==> src/rtl/fetch_unit_pkg.sv <==
// fetch_unit_pkg: shared state encoding, instruction format/condition codes and PC width
package fetch_unit_pkg;
    localparam int PC_W = 8;
    typedef enum logic [2:0] {
        S_IDLE,
        S_FETCH,
        S_LOAD,
        S_ISSUE,
        S_WAIT,
        S_UPDATE
    } state_t;
    localparam logic [1:0] FMT_REG = 2'b00;
    localparam logic [1:0] FMT_IMM = 2'b01;
    localparam logic [1:0] FMT_BR  = 2'b10;
    typedef enum logic [1:0] {
        C_EQ = 2'b00,
        C_GT = 2'b01,
        C_LT = 2'b10,
        C_AL = 2'b11
    } cond_t;
endpackage

==> src/rtl/fetch_unit_if.sv <==
// fetch_unit_if: memory, control-FSM handshake and status signals of the fetch unit
interface fetch_unit_if;
    import fetch_unit_pkg::*;
    logic            start;
    logic [PC_W-1:0] mem_addr;
    logic            mem_rd;
    logic [15:0]     mem_data;
    logic [15:0]     d_inst;
    logic            run;
    logic            done;
    logic [2:0]      flags;
    logic [PC_W-1:0] pc;
    logic            busy;
    modport master (
        input  start, mem_data, done, flags,
        output mem_addr, mem_rd, d_inst, run, pc, busy
    );
    modport slave (
        output start, mem_data, done, flags,
        input  mem_addr, mem_rd, d_inst, run, pc, busy
    );
endinterface

==> src/rtl/fetch_unit_branch_eval.sv <==
// branch_eval: resolves a branch condition code against latched {lt, gt, eq} flags
module branch_eval
    import fetch_unit_pkg::*;
(
    input  logic [1:0] cond,
    input  logic [2:0] flags,
    output logic       taken
);
    always_comb begin
        taken = (cond == C_EQ) ? flags[0] :
                (cond == C_GT) ? flags[1] :
                (cond == C_LT) ? flags[2] : 1'b1;
    end
endmodule

==> src/rtl/fetch_unit.sv <==
// fetch_unit: fetches an instruction, hands it to the control FSM, waits for done
// and advances or branches the program counter.
module fetch_unit
    import fetch_unit_pkg::*;
(
    input logic          clk,
    input logic          reset,
    fetch_unit_if.master bus
);
    state_t          state;
    logic [2:0]      flags_q;
    logic            taken;
    logic [PC_W-1:0] next_pc;

    branch_eval u_branch_eval (
        .cond  (bus.d_inst[3:2]),
        .flags (flags_q),
        .taken (taken)
    );

    assign next_pc = (bus.d_inst[1:0] == FMT_BR && taken) ? bus.d_inst[11:4] : bus.pc + 8'd1;

    // outputs are registered alongside the state so they always match the state just entered
    always_ff @(posedge clk) begin
        if (reset) begin
            state        <= S_IDLE;
            bus.pc       <= '0;
            bus.d_inst   <= '0;
            bus.run      <= 1'b0;
            bus.mem_rd   <= 1'b0;
            bus.mem_addr <= '0;
            bus.busy     <= 1'b0;
            flags_q      <= '0;
        end else begin
            case (state)
                S_IDLE: if (bus.start) begin
                    state        <= S_FETCH;
                    bus.mem_rd   <= 1'b1;
                    bus.mem_addr <= bus.pc;
                    bus.busy     <= 1'b1;
                end
                S_FETCH: begin
                    bus.mem_rd <= 1'b0;
                    state      <= S_LOAD;
                end
                S_LOAD: begin
                    bus.d_inst <= bus.mem_data;
                    bus.run    <= 1'b1;
                    state      <= S_ISSUE;
                end
                S_ISSUE: begin
                    bus.run <= 1'b0;
                    state   <= S_WAIT;
                end
                S_WAIT: if (bus.done) begin
                    flags_q <= bus.flags;
                    state   <= S_UPDATE;
                end
                S_UPDATE: begin
                    bus.pc       <= next_pc;
                    bus.mem_addr <= next_pc;
                    bus.mem_rd   <= bus.start;
                    bus.busy     <= bus.start;
                    state        <= bus.start ? S_FETCH : S_IDLE;
                end
                default: state <= S_IDLE;
            endcase
        end
    end
endmodule

==> src/flat_wrapper.sv <==
// flat-port wrapper written by rule: the top's interface ports become plain ports
module fetch_unit_flat import fetch_unit_pkg::*;
  (clk, reset, bus_start, bus_mem_data, bus_done, bus_flags, bus_mem_addr, bus_mem_rd, bus_d_inst, bus_run, bus_pc, bus_busy);
  fetch_unit_if bus_i ();
  input logic clk;
  input logic reset;
  input wire logic [$bits(bus_i.start)-1:0] bus_start;
  input wire logic [$bits(bus_i.mem_data)-1:0] bus_mem_data;
  input wire logic [$bits(bus_i.done)-1:0] bus_done;
  input wire logic [$bits(bus_i.flags)-1:0] bus_flags;
  output wire logic [$bits(bus_i.mem_addr)-1:0] bus_mem_addr;
  output wire logic [$bits(bus_i.mem_rd)-1:0] bus_mem_rd;
  output wire logic [$bits(bus_i.d_inst)-1:0] bus_d_inst;
  output wire logic [$bits(bus_i.run)-1:0] bus_run;
  output wire logic [$bits(bus_i.pc)-1:0] bus_pc;
  output wire logic [$bits(bus_i.busy)-1:0] bus_busy;
  assign bus_i.start = bus_start;
  assign bus_i.mem_data = bus_mem_data;
  assign bus_i.done = bus_done;
  assign bus_i.flags = bus_flags;
  assign bus_mem_addr = bus_i.mem_addr;
  assign bus_mem_rd = bus_i.mem_rd;
  assign bus_d_inst = bus_i.d_inst;
  assign bus_run = bus_i.run;
  assign bus_pc = bus_i.pc;
  assign bus_busy = bus_i.busy;
  fetch_unit u_core (.clk(clk), .reset(reset), .bus(bus_i));
endmodule
==> config.mk <==
export PLATFORM = sky130hd
export DESIGN_NAME = fetch_unit_flat
export DESIGN_NICKNAME = d
export VERILOG_FILES = /design/src/rtl/fetch_unit_pkg.sv /design/src/rtl/fetch_unit_if.sv /design/src/rtl/fetch_unit_branch_eval.sv /design/src/rtl/fetch_unit.sv /design/src/flat_wrapper.sv
export SDC_FILE = /design/constraint.sdc
export NUM_CORES = 1
export LEC_CHECK = 0
export ABC_CLOCK_PERIOD_IN_PS = 1860
export BUFFER_PORTS_ARGS = -buffer_cell sky130_fd_sc_hd__buf_2
export CELL_PAD_IN_SITES_DETAIL_PLACEMENT = 1
export CELL_PAD_IN_SITES_GLOBAL_PLACEMENT = 1
export CORE_ASPECT_RATIO = 1.4
export CORE_UTILIZATION = 32
export CTS_CLUSTER_DIAMETER = 50
export CTS_CLUSTER_SIZE = 12
export DETAILED_ROUTE_END_ITERATION = 10
export GPL_TIMING_DRIVEN = 0
export PLACE_DENSITY = 0.78
export SLEW_MARGIN = 20
export SYNTH_ARGS = -nofsm -noshare
export SYNTH_HDL_FRONTEND = slang
export SYNTH_SLANG_ARGS = --single-unit
==> constraint.sdc <==
create_clock -name clk -period 1.86 [get_ports clk]
set_clock_uncertainty 0.2 [all_clocks]
set_input_delay 0 -clock clk [delete_from_list [all_inputs] [get_ports clk]]
set_output_delay 0 -clock clk [all_outputs]
set_load 0.005 [all_outputs]
After elaboration in Yosys (flattened, before gate mapping)
Cells that the tools add are included.
{ "word_totals": {"regBits": 41, "inputBits": 23, "out_inout_bits": 35, "wordCells": 43} }
{ "op_classes": {"addsub": 1, "n_eq_ne": 10, "muxes": 14, "n_reduce_logical": 10} }
{ "ops": {"columns": ["op", "n"], "rows": [
  ["$pmux 3 s6", 1],
  ["$mux 8", 2],
  ["$pmux 8 s2", 1],
  ["$add 8x1->8 const B", 1],
  ["$reduce_and 2->1", 4],
  ["$eq 3x2->1 const B", 2],
  ["$eq 3x3->1 const B", 2],
  ["$mux 3", 2],
  ["$mux 1", 5],
  ["$eq 2x2->1 const B", 2],
  ["$ne 2x2->1 const B", 2],
  ["$pmux 1 s2", 2],
  ["$reduce_bool 2->1", 2],
  ["$eq 3x1->1 const B", 1],
  ["$logic_not 3->1", 1],
  ["$pmux 1 s3", 1],
  ["$reduce_bool 3->1", 1],
  ["$eq 2x1->1 const B", 1],
  ["$logic_not 2->1", 1],
  ["$logic_and 1x1->1", 1]
]} }

Logic depth before layout (Yosys ltp)
{ "logic_depth": {"depth_word": 7, "ltp_mapped": 7, "mapped_depth_nobuf": 6} }

By module
From an unflattened synthesis, not the netlist that was laid out.
{ "unflattened": {"hier_cells": 218, "hier_area_um2": 1826.8} }
{ "modules_own_cells": {"columns": ["module", "instances", "cells_each", "area_per_inst_um2", "seq_area_each_um2"], "rows": [
  ["fetch_unit", 1, 215, 1803.0, 820.8],
  ["branch_eval", 1, 3, 23.8, 0.0]
]} }

Least setup slack after synthesis
Ideal clock, no wire load.
{ "synth_path": {"path_type": "register -> register", "start": "reg u_core.bus.pc[0]", "end": "reg u_core.bus.mem_addr[6]", "setup_ns": 0.086, "arrival_time_ns": 1.588, "slack_ns": -0.014, "path_stages_with_launch": 7, "path_buffers": 0, "period_less_slack_ns": 1.874, "cell_sequence": "dfxtp_1 > ha_1 > nand3_1 > or4_1 > a21oi_1 > a211oi_1 > a211oi_1"} }
{ "synth_between": {"elab_chain_len": 3} }
{ "synth_rtl": {"columns": ["element", "line_no", "text"], "rows": [
  ["start, declared", "fetch_unit_if.sv:16", "output mem_addr, mem_rd, d_inst, run, pc, busy"],
  ["start signal, assigned", "fetch_unit.sv:60", "bus.pc <= next_pc;"],
  ["$add 8x1->8", "fetch_unit.sv:21", "assign next_pc = (bus.d_inst[1:0] == FMT_BR && taken) ? bus.d_inst[11:4] : bus.pc + 8'd1;"],
  ["$mux 8", "fetch_unit.sv:21", null],
  ["$pmux 8 s2", "fetch_unit.sv:35", "case (state)"],
  ["end signal, assigned", "fetch_unit.sv:39", "bus.mem_addr <= bus.pc;"],
  ["end signal, assigned", "fetch_unit.sv:61", "bus.mem_addr <= next_pc;"],
  ["end, declared", "fetch_unit_if.sv:16", null]
]} }
Every way passes these cells.
A chain may end at the register's enable or synchronous reset.

Worst setup path after layout
{ "layout_path": {"start": "reg u_core.bus.d_inst[2]", "end": "reg u_core.bus.mem_addr[3]"} }
{ "layout_between": {"elab_chain_len": 7} }
{ "layout_rtl": {"columns": ["element", "line_no", "text"], "rows": [
  ["start, declared", "fetch_unit_if.sv:16", null],
  ["start signal, assigned", "fetch_unit.sv:47", "bus.d_inst <= bus.mem_data;"],
  ["$eq 2x2->1", "fetch_unit_branch_eval.sv:12", "(cond == C_LT) ? flags[2] : 1'b1;"],
  ["$mux 1", "fetch_unit_branch_eval.sv:12", null],
  ["$mux 1", "fetch_unit_branch_eval.sv:11", "(cond == C_GT) ? flags[1] :"],
  ["$mux 1 (*)", "fetch_unit_branch_eval.sv:10", "taken = (cond == C_EQ) ? flags[0] :"],
  ["$logic_and 1x1->1 (*)", "fetch_unit.sv:21", null],
  ["$mux 8 (*)", "fetch_unit.sv:21", null],
  ["$pmux 8 s2 (*)", "fetch_unit.sv:35", null]
]} }
Mark *: on every way between the ends. The rest lies on a longest branch, timed or not.

==> flow_summary.ini <==
[cts]
cts_tree = yes
path_clk_slew_ns = 0.09
clk_latency_ns = 0.30
clock_path_buffers = 2
cts_sinks = 41
cts_buffers = 5
cts_root_buffer = clkbuf_8
htreeDepth = 2

[sta]
setup_viol = 2
maxSlewViolCount = 0
hold_violations = 0
rsz0062_at_grt = yes
timing.fmax_ghz = 0.534
relSlewSlack_pct = 65.0
min_period_ns = 1.87
worst_slack_ns = -0.0125
worst_pin_slew_ns = 0.525
fin_crit_sh_pct = 101

[global_routing]
grt_pass1_vias = 1950
grt_pass1_wl_mm = 9.33
grt_max_degree = 14
globalRouteOverflowTotal = 0
track_usage_pct = 20.6
antenna_found_initial = 0

[layout]
layout_common_cells = buf_2, nand2_1, dfxtp_1
fillers = 657
syn2layout_area_growth_pct = 50.4
final_nets = 336
diodes = 0
drive_gt1_share_pct = 35.5
final_common_cell = buf_2
utilization_pct = 51.3

[die]
dieArea_sq_um = 5930
row_count = 31
start_util_pct = 34.1
core_area_sq_um = 5280
die_h_microns = 90.7
io_pins = 58
die-width_microns = 65.4

[power]
power.density_nw_per_um2 = 804
peakVddDrop_mv = 0.499
p_sw_mw = 0.600
p_seq_share_pct = 45.7
power_frac_clock_pct = 35.0
p_sw_share_pct = 27.6
p_leak_nw = 1.15
comb_power_share_pct = 19.3
power.internal_mw = 1.57

[status]
violations = negative setup slack
status = complete, but fails checks

[synthesis]
synthFlopType = dfxtp_1
ys_seq_elements = 41
syn-num-nets = 245
ys_seq_area_share_pct = 45.7
netlist_area_sq_um = 1800
postSynthAreaPerCell_sq_um = 8.14
synth_warnings = 0
synth-edff-count = 0
synthCells = 221
async_flop_share_pct = 0
synth_cell_types = 38

[drt]
route.vias.total = 1943
drt-initial-drc-count = 58
drc = 0
ant_nets = 0
avgRoutedWirePerCell_microns = 15.6
viasPerCell = 5.13
first_pass_iters = 4
wl_mm = 5.93

[placement]
placement.io_buffers = 57
hpwl_mm = 3.74
gp_congestion = 0.789
place_ws_ns = -0.339

[job]
maxCapViolCount = 0

[worst_setup_path]
crit_arrival_ns = 1.85
cp.required_ns = 1.83
cp-end-kind = flop
critPathLaunchType = flop
worstPathMaxFanout = 5
critPathKind = flop to flop

[hold_path]
hold_path.class = flop to flop
## critical path: stages (launching register included)
cell	delay (ns)
dfxtp_4	0.37
mux2_4	0.32
o211ai_4	0.20
buf_6	0.16
mux2_4	0.31
o22ai_4	0.11
a211oi_2	0.08
## synthesized netlist by cell type, drive strengths merged, types with 2 or more instances
library cell	count	share of area (%)
a211oi	7	3.2
o31ai	2	0.83
a21oi	30	8.4
a21o	2	0.83
nand3b	2	0.83
nand2	45	9.4
and3	6	2.1
buf	5	1.4
o211ai	2	1.1
o21ai	6	1.7
nand4	2	0.70
mux2	3	2.3
dfxtp	41	46
or4	3	1.3
nor3	3	0.83
nor2b	3	1.0
nand3	5	1.4
mux2i	5	2.8
xnor2	2	0.97
nor2	23	4.8
nand2b	2	0.70
clkbuf	9	1.9
## layout make-up
class	instances	area [sq um]	area share, %
buffer	13	71.3	2.64
clock buffer	6	82.6	3.05
clock inverter	2	37.5	1.39
inverter	1	3.75	0.139
multi-input combinational	165	1030	38.2
sequential	41	840	31.1
tap	66	82.6	3.05
timing repair buffer	85	554	20.5
## path summary, 6_finish.rpt
path                                                           from                                  end  slack, ns  cells past startpoint
worst min-delay path            u_core.bus.mem_addr[2]$_SDFFE_PP0P_  u_core.bus.mem_addr[2]$_SDFFE_PP0P_       0.26                      2
worst max-delay path              u_core.bus.d_inst[2]$_SDFFE_PP0N_  u_core.bus.mem_addr[3]$_SDFFE_PP0P_      -0.01                      6
worst min register to register  u_core.bus.mem_addr[2]$_SDFFE_PP0P_  u_core.bus.mem_addr[2]$_SDFFE_PP0P_       0.26                      2
worst max register to register    u_core.bus.d_inst[2]$_SDFFE_PP0N_  u_core.bus.mem_addr[3]$_SDFFE_PP0P_      -0.01                      6
## through the flow
step / std cells / cell area (sq um) / power [mW] / TNS, ns / hold slack [ns]
6_report: 379 / 2700 / 2.17 / -0.0171 / 0.257
3_5_place_dp: 344 / 2180 / 1.35 / -3.43 / 0.0413
5_1_grt: 379 / 2700 / 2.27 / -0.462 / 0.288
3_3_place_gp: 344 / 2180 / 1.34 / -2.53 / 0.0363
2_1_floorplan: 221 / 1810 / 1.21 / -0.00477 / -0.129
4_1_cts: 377 / 2630 / 2.16 / -0.169 / 0.249
## state kept, by name, summed over array words and instances (netlist names)
| name | cells |
|---|---|
| u_core.bus.busy | 1 |
| u_core.bus.run | 1 |
| u_core.bus.pc | 8 |
| u_core.bus.mem_addr | 8 |
| u_core.flags_q | 3 |
| u_core.bus.d_inst | 16 |
| u_core.bus.mem_rd | 1 |
| u_core.state | 3 |
## layer usage
metal / share of wire [%] / GRT usage [%] / wire, microns
met1: 38 / 21.6 / 2260
met2: 56 / 38.5 / 3320
met3: 4.2 / 4.80 / 248
met4: 1.7 / 7.25 / 98
met5: 0 / 0 / 0
## cells by family (layout without fill, tap and decap cells)
kind of cell | Yosys count | in the layout | share of synthesized area, %
adders and majority gates | 1 | 1 | 0.696
DFF | 41 | 41 | 45.7
muxes | 8 | 8 | 5.08
and+or+nand+nor | 99 | 99 | 25.1
AOI/OAI and AO/OA | 55 | 55 | 19.1
xor gates and xnor gates | 2 | 2 | 0.974
buffers and inverters | 15 | 107 | 3.48
## what timing repair did
action,CTS,global route
resized for setup,29,15
setup buffers,4,2
cloned,0,0
endpoints found under the hold margin,24,0
hold buffers,22,0
setup endpoints to repair,23,17
pin swaps,3,8
## power by group through the flow
stage | Combinational, mW | Clock [mW] | Sequential [mW]
global placement | 0.325 | 0 | 1.01
floorplan | 0.195 | 0 | 1.01
detailed placement | 0.335 | 0 | 1.01
finish | 0.420 | 0.760 | 0.993
CTS | 0.401 | 0.770 | 0.992
global route | 0.465 | 0.804 | 1.00
No activity file was read; power rests on OpenSTA's default activity.
